--- config.mk ---
export PLATFORM = sky130hd
export DESIGN_NAME = phase_sequencer
export DESIGN_NICKNAME = d
export VERILOG_FILES = /design/src/rtl/phase_seq_pkg.sv /design/src/rtl/phase_strobe_decode.sv /design/src/rtl/phase_sequencer.sv
export SDC_FILE = /design/constraint.sdc
export NUM_CORES = 1
export LEC_CHECK = 0
export CAP_MARGIN = 20
export CORE_ASPECT_RATIO = 0.75
export CORE_MARGIN = 2
export CORE_UTILIZATION = 49
export DETAILED_ROUTE_END_ITERATION = 7
export PLACE_DENSITY = 0.78
export SKIP_CTS_REPAIR_TIMING = 1
export SLEW_MARGIN = 20
export SYNTH_ARGS = -nofsm -noshare
export SYNTH_HDL_FRONTEND = slang
export SYNTH_SLANG_ARGS = --single-unit
--- constraint.sdc ---
create_clock -name clock -period 2.31 [get_ports clock]
set_input_delay 0.231 -clock clock [delete_from_list [all_inputs] [get_ports clock]]
set_output_delay 0.231 -clock clock [all_outputs]
set_load 0.05 [all_outputs]
--- src/rtl/phase_seq_pkg.sv ---
// Shared types and constants for the phase sequencer: state encoding,
// counter widths, and the phase-parameter legality check used at elaboration.
package phase_seq_pkg;

    typedef enum logic [1:0] {
        ST_IDLE  = 2'd0,
        ST_RUN   = 2'd1,
        ST_STALL = 2'd2,
        ST_HALT  = 2'd3
    } seq_state_t;

    localparam int INSTR_CNT_W = 32;
    localparam int STALL_CNT_W = 16;
    localparam logic [STALL_CNT_W-1:0] STALL_CNT_SAT = 16'hFFFF;

    function automatic bit params_legal(input int n, input int f, input int d, input int w);
        return (n >= 3) && (n <= 16) && (f >= 0) && (f < d) && (d < w) && (w <= n - 1);
    endfunction

endpackage

--- src/rtl/phase_strobe_decode.sv ---
// Combinational decode of registered phase/state into stage strobes, one-hot
// phase and the divided compatibility clock; zero latency, no flow control.
module phase_strobe_decode
    import phase_seq_pkg::*;
#(
    parameter int NUM_PHASES  = 4,
    parameter int FETCH_PHASE = 0,
    parameter int DMEM_PHASE  = 2,
    parameter int WB_PHASE    = 3,
    parameter int PH_W        = $clog2(NUM_PHASES)
) (
    input  logic [PH_W-1:0]       i_phase,
    input  seq_state_t            i_state,
    output logic [NUM_PHASES-1:0] o_phase_onehot,
    output logic                  o_fetch_en,
    output logic                  o_dmem_en,
    output logic                  o_wb_en,
    output logic                  o_pc_en,
    output logic                  o_slow_clk,
    output logic                  o_stalled,
    output logic                  o_halted
);

    logic w_run;
    logic w_active;

    always_comb begin
        w_run      = (i_state == ST_RUN);
        w_active   = w_run || (i_state == ST_STALL);
        // Strobes fire only in RUN so a frozen STALL phase never repeats one.
        o_fetch_en = w_run && (i_phase == PH_W'(FETCH_PHASE));
        o_dmem_en  = w_run && (i_phase == PH_W'(DMEM_PHASE));
        o_wb_en    = w_run && (i_phase == PH_W'(WB_PHASE));
        o_pc_en    = o_wb_en;
        o_slow_clk = w_active && (i_phase < PH_W'(NUM_PHASES / 2));
        o_stalled  = (i_state == ST_STALL);
        o_halted   = (i_state == ST_HALT);
        for (int i = 0; i < NUM_PHASES; i++) begin
            o_phase_onehot[i] = w_active && (i_phase == PH_W'(i));
        end
    end

endmodule

--- src/rtl/phase_sequencer.sv ---
// Enable-based multi-phase instruction sequencer with stall, sticky halt and counters.
// One-cycle start latency from run_en; stall_req freezes the phase at the dmem stage.
module phase_sequencer
    import phase_seq_pkg::*;
#(
    parameter int NUM_PHASES  = 4,
    parameter int FETCH_PHASE = 0,
    parameter int DMEM_PHASE  = 2,
    parameter int WB_PHASE    = 3,
    parameter int PH_W        = $clog2(NUM_PHASES)
) (
    input  logic                   clock,
    input  logic                   reset,
    input  logic                   run_en,
    input  logic                   stall_req,
    input  logic                   halt_req,
    output logic [PH_W-1:0]        phase,
    output logic [NUM_PHASES-1:0]  phase_onehot,
    output logic                   fetch_en,
    output logic                   dmem_en,
    output logic                   wb_en,
    output logic                   pc_en,
    output logic                   slow_clk,
    output logic                   stalled,
    output logic                   halted,
    output logic [INSTR_CNT_W-1:0] instr_count,
    output logic [STALL_CNT_W-1:0] stall_count
);

    if (!params_legal(NUM_PHASES, FETCH_PHASE, DMEM_PHASE, WB_PHASE)) begin : g_bad_params
        $error("phase_sequencer: illegal NUM_PHASES/FETCH_PHASE/DMEM_PHASE/WB_PHASE");
    end

    localparam logic [PH_W-1:0] LAST_PH = PH_W'(NUM_PHASES - 1);
    localparam logic [PH_W-1:0] DMEM_PH = PH_W'(DMEM_PHASE);

    seq_state_t             r_state;
    seq_state_t             w_state_nxt;
    logic [PH_W-1:0]        r_phase;
    logic [PH_W-1:0]        w_phase_nxt;
    logic                   w_instr_done;
    logic [INSTR_CNT_W-1:0] r_instr_count;
    logic [STALL_CNT_W-1:0] r_stall_count;

    always_ff @(posedge clock or negedge reset) begin
        if (!reset) begin
            r_state <= ST_IDLE;
            r_phase <= '0;
        end else begin
            r_state <= w_state_nxt;
            r_phase <= w_phase_nxt;
        end
    end

    always_comb begin
        w_state_nxt  = r_state;
        w_phase_nxt  = r_phase;
        w_instr_done = 1'b0;
        case (r_state)
            ST_IDLE: begin
                if (run_en) begin
                    w_state_nxt = ST_RUN;
                    w_phase_nxt = '0;
                end
            end
            ST_RUN: begin
                if ((r_phase == DMEM_PH) && stall_req) begin
                    w_state_nxt = ST_STALL;
                end else if (r_phase == LAST_PH) begin
                    w_instr_done = 1'b1;
                    w_phase_nxt  = '0;
                    if (halt_req) begin
                        w_state_nxt = ST_HALT;
                    end
                end else begin
                    w_phase_nxt = r_phase + PH_W'(1);
                end
            end
            ST_STALL: begin
                // Resume past the dmem phase so the access is not repeated.
                if (!stall_req) begin
                    w_state_nxt = ST_RUN;
                    w_phase_nxt = DMEM_PH + PH_W'(1);
                end
            end
            default: begin
            end
        endcase
    end

    always_ff @(posedge clock or negedge reset) begin
        if (!reset) begin
            r_instr_count <= '0;
            r_stall_count <= '0;
        end else begin
            if (w_instr_done) begin
                r_instr_count <= r_instr_count + INSTR_CNT_W'(1);
            end
            if ((r_state == ST_STALL) && (r_stall_count != STALL_CNT_SAT)) begin
                r_stall_count <= r_stall_count + STALL_CNT_W'(1);
            end
        end
    end

    phase_strobe_decode #(
        .NUM_PHASES  (NUM_PHASES),
        .FETCH_PHASE (FETCH_PHASE),
        .DMEM_PHASE  (DMEM_PHASE),
        .WB_PHASE    (WB_PHASE),
        .PH_W        (PH_W)
    ) u_decode (
        .i_phase        (r_phase),
        .i_state        (r_state),
        .o_phase_onehot (phase_onehot),
        .o_fetch_en     (fetch_en),
        .o_dmem_en      (dmem_en),
        .o_wb_en        (wb_en),
        .o_pc_en        (pc_en),
        .o_slow_clk     (slow_clk),
        .o_stalled      (stalled),
        .o_halted       (halted)
    );

    assign phase       = r_phase;
    assign instr_count = r_instr_count;
    assign stall_count = r_stall_count;

endmodule

==> results.json, run 1 <==
{
  "combPwrFrac": 0.424,
  "portBuffers": 65,
  "synth-adder-area-share": 0.0523,
  "worstPathMaxFanout": 5,
  "synth-edff-count": 0,
  "placed_area_sq_mm": 0.00335,
  "gp_congestion": 0.833,
  "synth_xor_area_frac": 0.133,
  "cts_inserted_buffers": 5,
  "synth-simple-area-share": 0.225,
  "synth_top_cell_by_area": "dfrtp_1",
  "grt_usage": 0.200,
  "hold_violations": 0,
  "cp_num_buf_inv": 1,
  "pwr-share-clk": 0.191,
  "crit_chain": "ha_1 -> clkdlybuf4s50_1",
  "synth_top_family_by_area": "simple AND/OR/NAND/NOR gates",
  "seq_area_frac_synth": 0.495,
  "max_cap_viol_count": 0,
  "drive_gt1_frac": 0.102,
  "crit_family": "buffers and inverters",
  "slowest_stage": "clkdlybuf4s50_1",
  "rsz0062_at_grt": "false",
  "ant_nets": 0,
  "fin_ws_ns": 0.300,
  "fmax_ghz": 0.497,
  "antenna_cells": 0,
  "cts_tree": "done",
  "placed_cells": 380,
  "drt-vias-per-instance": 5.26,
  "startpoint_type": "flop",
  "clkTransAtPathRegs_ns": 0.10,
  "setup_viol_count_final": 0,
  "muxShareOfSynthArea": 0.0214,
  "clock-sinks": 52,
  "yosys_warnings": 0,
  "switching_share": 0.427,
  "drt-total-wl_mm": 5.64,
  "dr.pass1.iters": 4,
  "die_h_um": 67.5,
  "fin_crit_sh": 0.870,
  "hpwlAfterDp_mm": 3.99,
  "wl_per_cell_um": 14.5,
  "fp.coreArea_sq_mm": 0.00527,
  "clk_latency_ns": 0.32,
  "synth.area.top_cells": "dfrtp_1, xnor2_1, ha_1",
  "worst_slew_pin_slew_ns": 0.712,
  "io_pins": 66,
  "ys_types": 40,
  "grt_pass1_wl_mm": 9.05,
  "multi_input_area_sq_mm": 0.00127,
  "critPathCaptureType": "output pin",
  "vias": 2048,
  "final_nets": 329,
  "synth_area_sq_mm": 0.00263,
  "syn_inst": 242,
  "p_per_area_mw_per_mm2": 823,
  "synth_ff_type": "dfrtp_1",
  "relSlewSlack": 0.521,
  "grt_pass1_vias": 1902,
  "maxSlewViolCount": 0,
  "vdd_drop_max_mv": 0.741,
  "grt_max_degree": 22,
  "status": "complete, no violations",
  "cp.required_ns": 2.08,
  "clockBufferDepth": 2,
  "hp-class": "in -> async",
  "ys_ff_latch": 52,
  "h-tree-depth": 2,
  "die_w_um": 88.6,
  "critPathArrivalTime_ns": 1.78,
  "path_class": "reg -> out",
  "fin_crit_ns": 2.01,
  "grt_overflow": 0,
  "pre_cts_ws_ns": 0.428,
  "initial_core_util": 0.500,
  "final_cell_area_sq_mm": 0.00345,
  "fp-row-count": 23,
  "regArea_sq_mm": 0.00130,
  "fillCellCount": 448,
  "die-area_sq_mm": 0.00598,
  "fin_tns_setup_ns": 0,
  "p_seq_frac": 0.385,
  "root_buffer": "clkbuf_8",
  "layoutNonFillerInstCount": 389,
  "slowest_delay_ns": 0.81,
  "p_int_mw": 1.63,
  "finClkSkew_ns": 0.0120,
  "synthArstFlopShare": 1.00,
  "synth_fp_nets": 258,
  "syn2layout_area_growth_pct": 31.1,
  "drt-initial-drc-count": 89,
  "synth_top_cell_area_share": 0.495,
  "leakage_nw": 1.48,
  "power_switching_mw": 1.21,
  "drc": 0,
  "synth-compound-area-share": 0.0495,
  "antenna_found_initial": 0,
  "syn_avg_cell_area_sq_um": 10.9
}
cell usage after synthesis, types with 5 or more instances:
| cell | number |
|---|---|
| xnor2_1 | 35 |
| ha_1 | 11 |
| a21oi_1 | 6 |
| nand2_1 | 17 |
| nor2_1 | 10 |
| and3_1 | 6 |
| nand4_1 | 20 |
| inv_1 | 5 |
| and2_1 | 10 |
| dfrtp_1 | 52 |
| nand3_1 | 20 |
| xor2_1 | 5 |
path summary, 6_finish.rpt:
kind / startpoint / end / slack (ns) / cells past startpoint
max in group asynchronous: reset / stall_count[8] / 1.26 / 3
hold / removal: reset / instr_count[6] / 0.40 / 2
min in group clock: instr_count[31] / instr_count[31] / 0.47 / 1
setup / recovery: r_state[1] / halted / 0.30 / 2
hold reg to reg: instr_count[31] / instr_count[31] / 0.47 / 1
setup reg to reg: r_state[0] / r_state[1] / 0.36 / 7
cell type report:
cell class / instances / share of cell area
Tap cell: 75 / 0.0272
Multi-Input combinational cell: 177 / 0.369
Inverter: 5 / 0.00544
Clock buffer: 6 / 0.0210
Timing Repair Buffer: 72 / 0.196
Sequential cell: 52 / 0.377
Clock inverter: 2 / 0.00471
layer usage:
metal | routed length (um) | track usage | share of wire
met2 | 2390 | 0.289 | 0.42
met4 | 69 | 0.0644 | 0.012
met1 | 2890 | 0.291 | 0.51
met3 | 285 | 0.0562 | 0.051
met5 | 0 | 0 | 0
per-stage QoR:
step	total power [mW]	util	hold WS, ns
3_5_place_dp	2.31	0.636	0.224
3_3_place_gp	2.30	0.636	0.223
6_report	2.84	0.655	0.404
4_1_cts	2.85	0.653	-0.123
5_1_grt	2.97	0.655	0.446
2_1_floorplan	1.94	-	-0.0646
cell families (layout without fill, tap and decap cells):
group,Yosys count,count (layout)
multiplexers,5,5
adder cells (fa/ha/maj),11,11
buffers and inverters,13,85
AO/OA/AOI/OAI,17,17
XOR/XNOR,40,40
AND/OR/NAND/NOR,104,104
flip-flops,52,52
power groups by stage:
stage | clock network, mW | logic [mW] | registers, mW
finish | 0.543 | 1.21 | 1.09
global route | 0.578 | 1.28 | 1.11
CTS | 0.546 | 1.21 | 1.09
detailed placement | 0 | 1.20 | 1.11
global placement | 0 | 1.19 | 1.11
floorplan | 0 | 0.619 | 1.32
flip-flops by register name, summed over array words and instances (netlist names):
name / cells
r_state: 2
stall_count: 16
phase: 2
instr_count: 32
placed cells by master (no fill, tap or decap), drive strengths merged, types with 3 or more instances in the layout:
master | synthesis | routed
clkdlybuf4s50 | 0 | 54
dfrtp | 52 | 52
xnor2 | 35 | 35
nand4 | 21 | 21
nand3 | 20 | 20
nand2 | 17 | 17
buf | 5 | 17
ha | 11 | 11
and2 | 10 | 10
nor2 | 10 | 10
and3 | 6 | 6
a21oi | 6 | 6
clkbuf | 3 | 6
inv | 5 | 5
xor2 | 5 | 5
and4 | 4 | 4
mux2i | 3 | 3
nor3 | 3 | 3
nor4 | 3 | 3
worst reg2reg max path, cell delays in order, from the launching register on:
cell and delay (ns):
dfrtp_1 0.43, inv_1 0.08, ha_1 0.30, buf_4 0.20, or3_1 0.35, a32o_1 0.28
a21oi_1 0.14, nor2_1 0.06
Note: power is estimated with default switching activity, not from simulation.
==> inputs of run 2 (changes only) <==
Settings changed: CTS_CLUSTER_DIAMETER from default to 80.
==> results of run 2 <==
The final DEF is identical to that of run 1; final timing and power are the same.
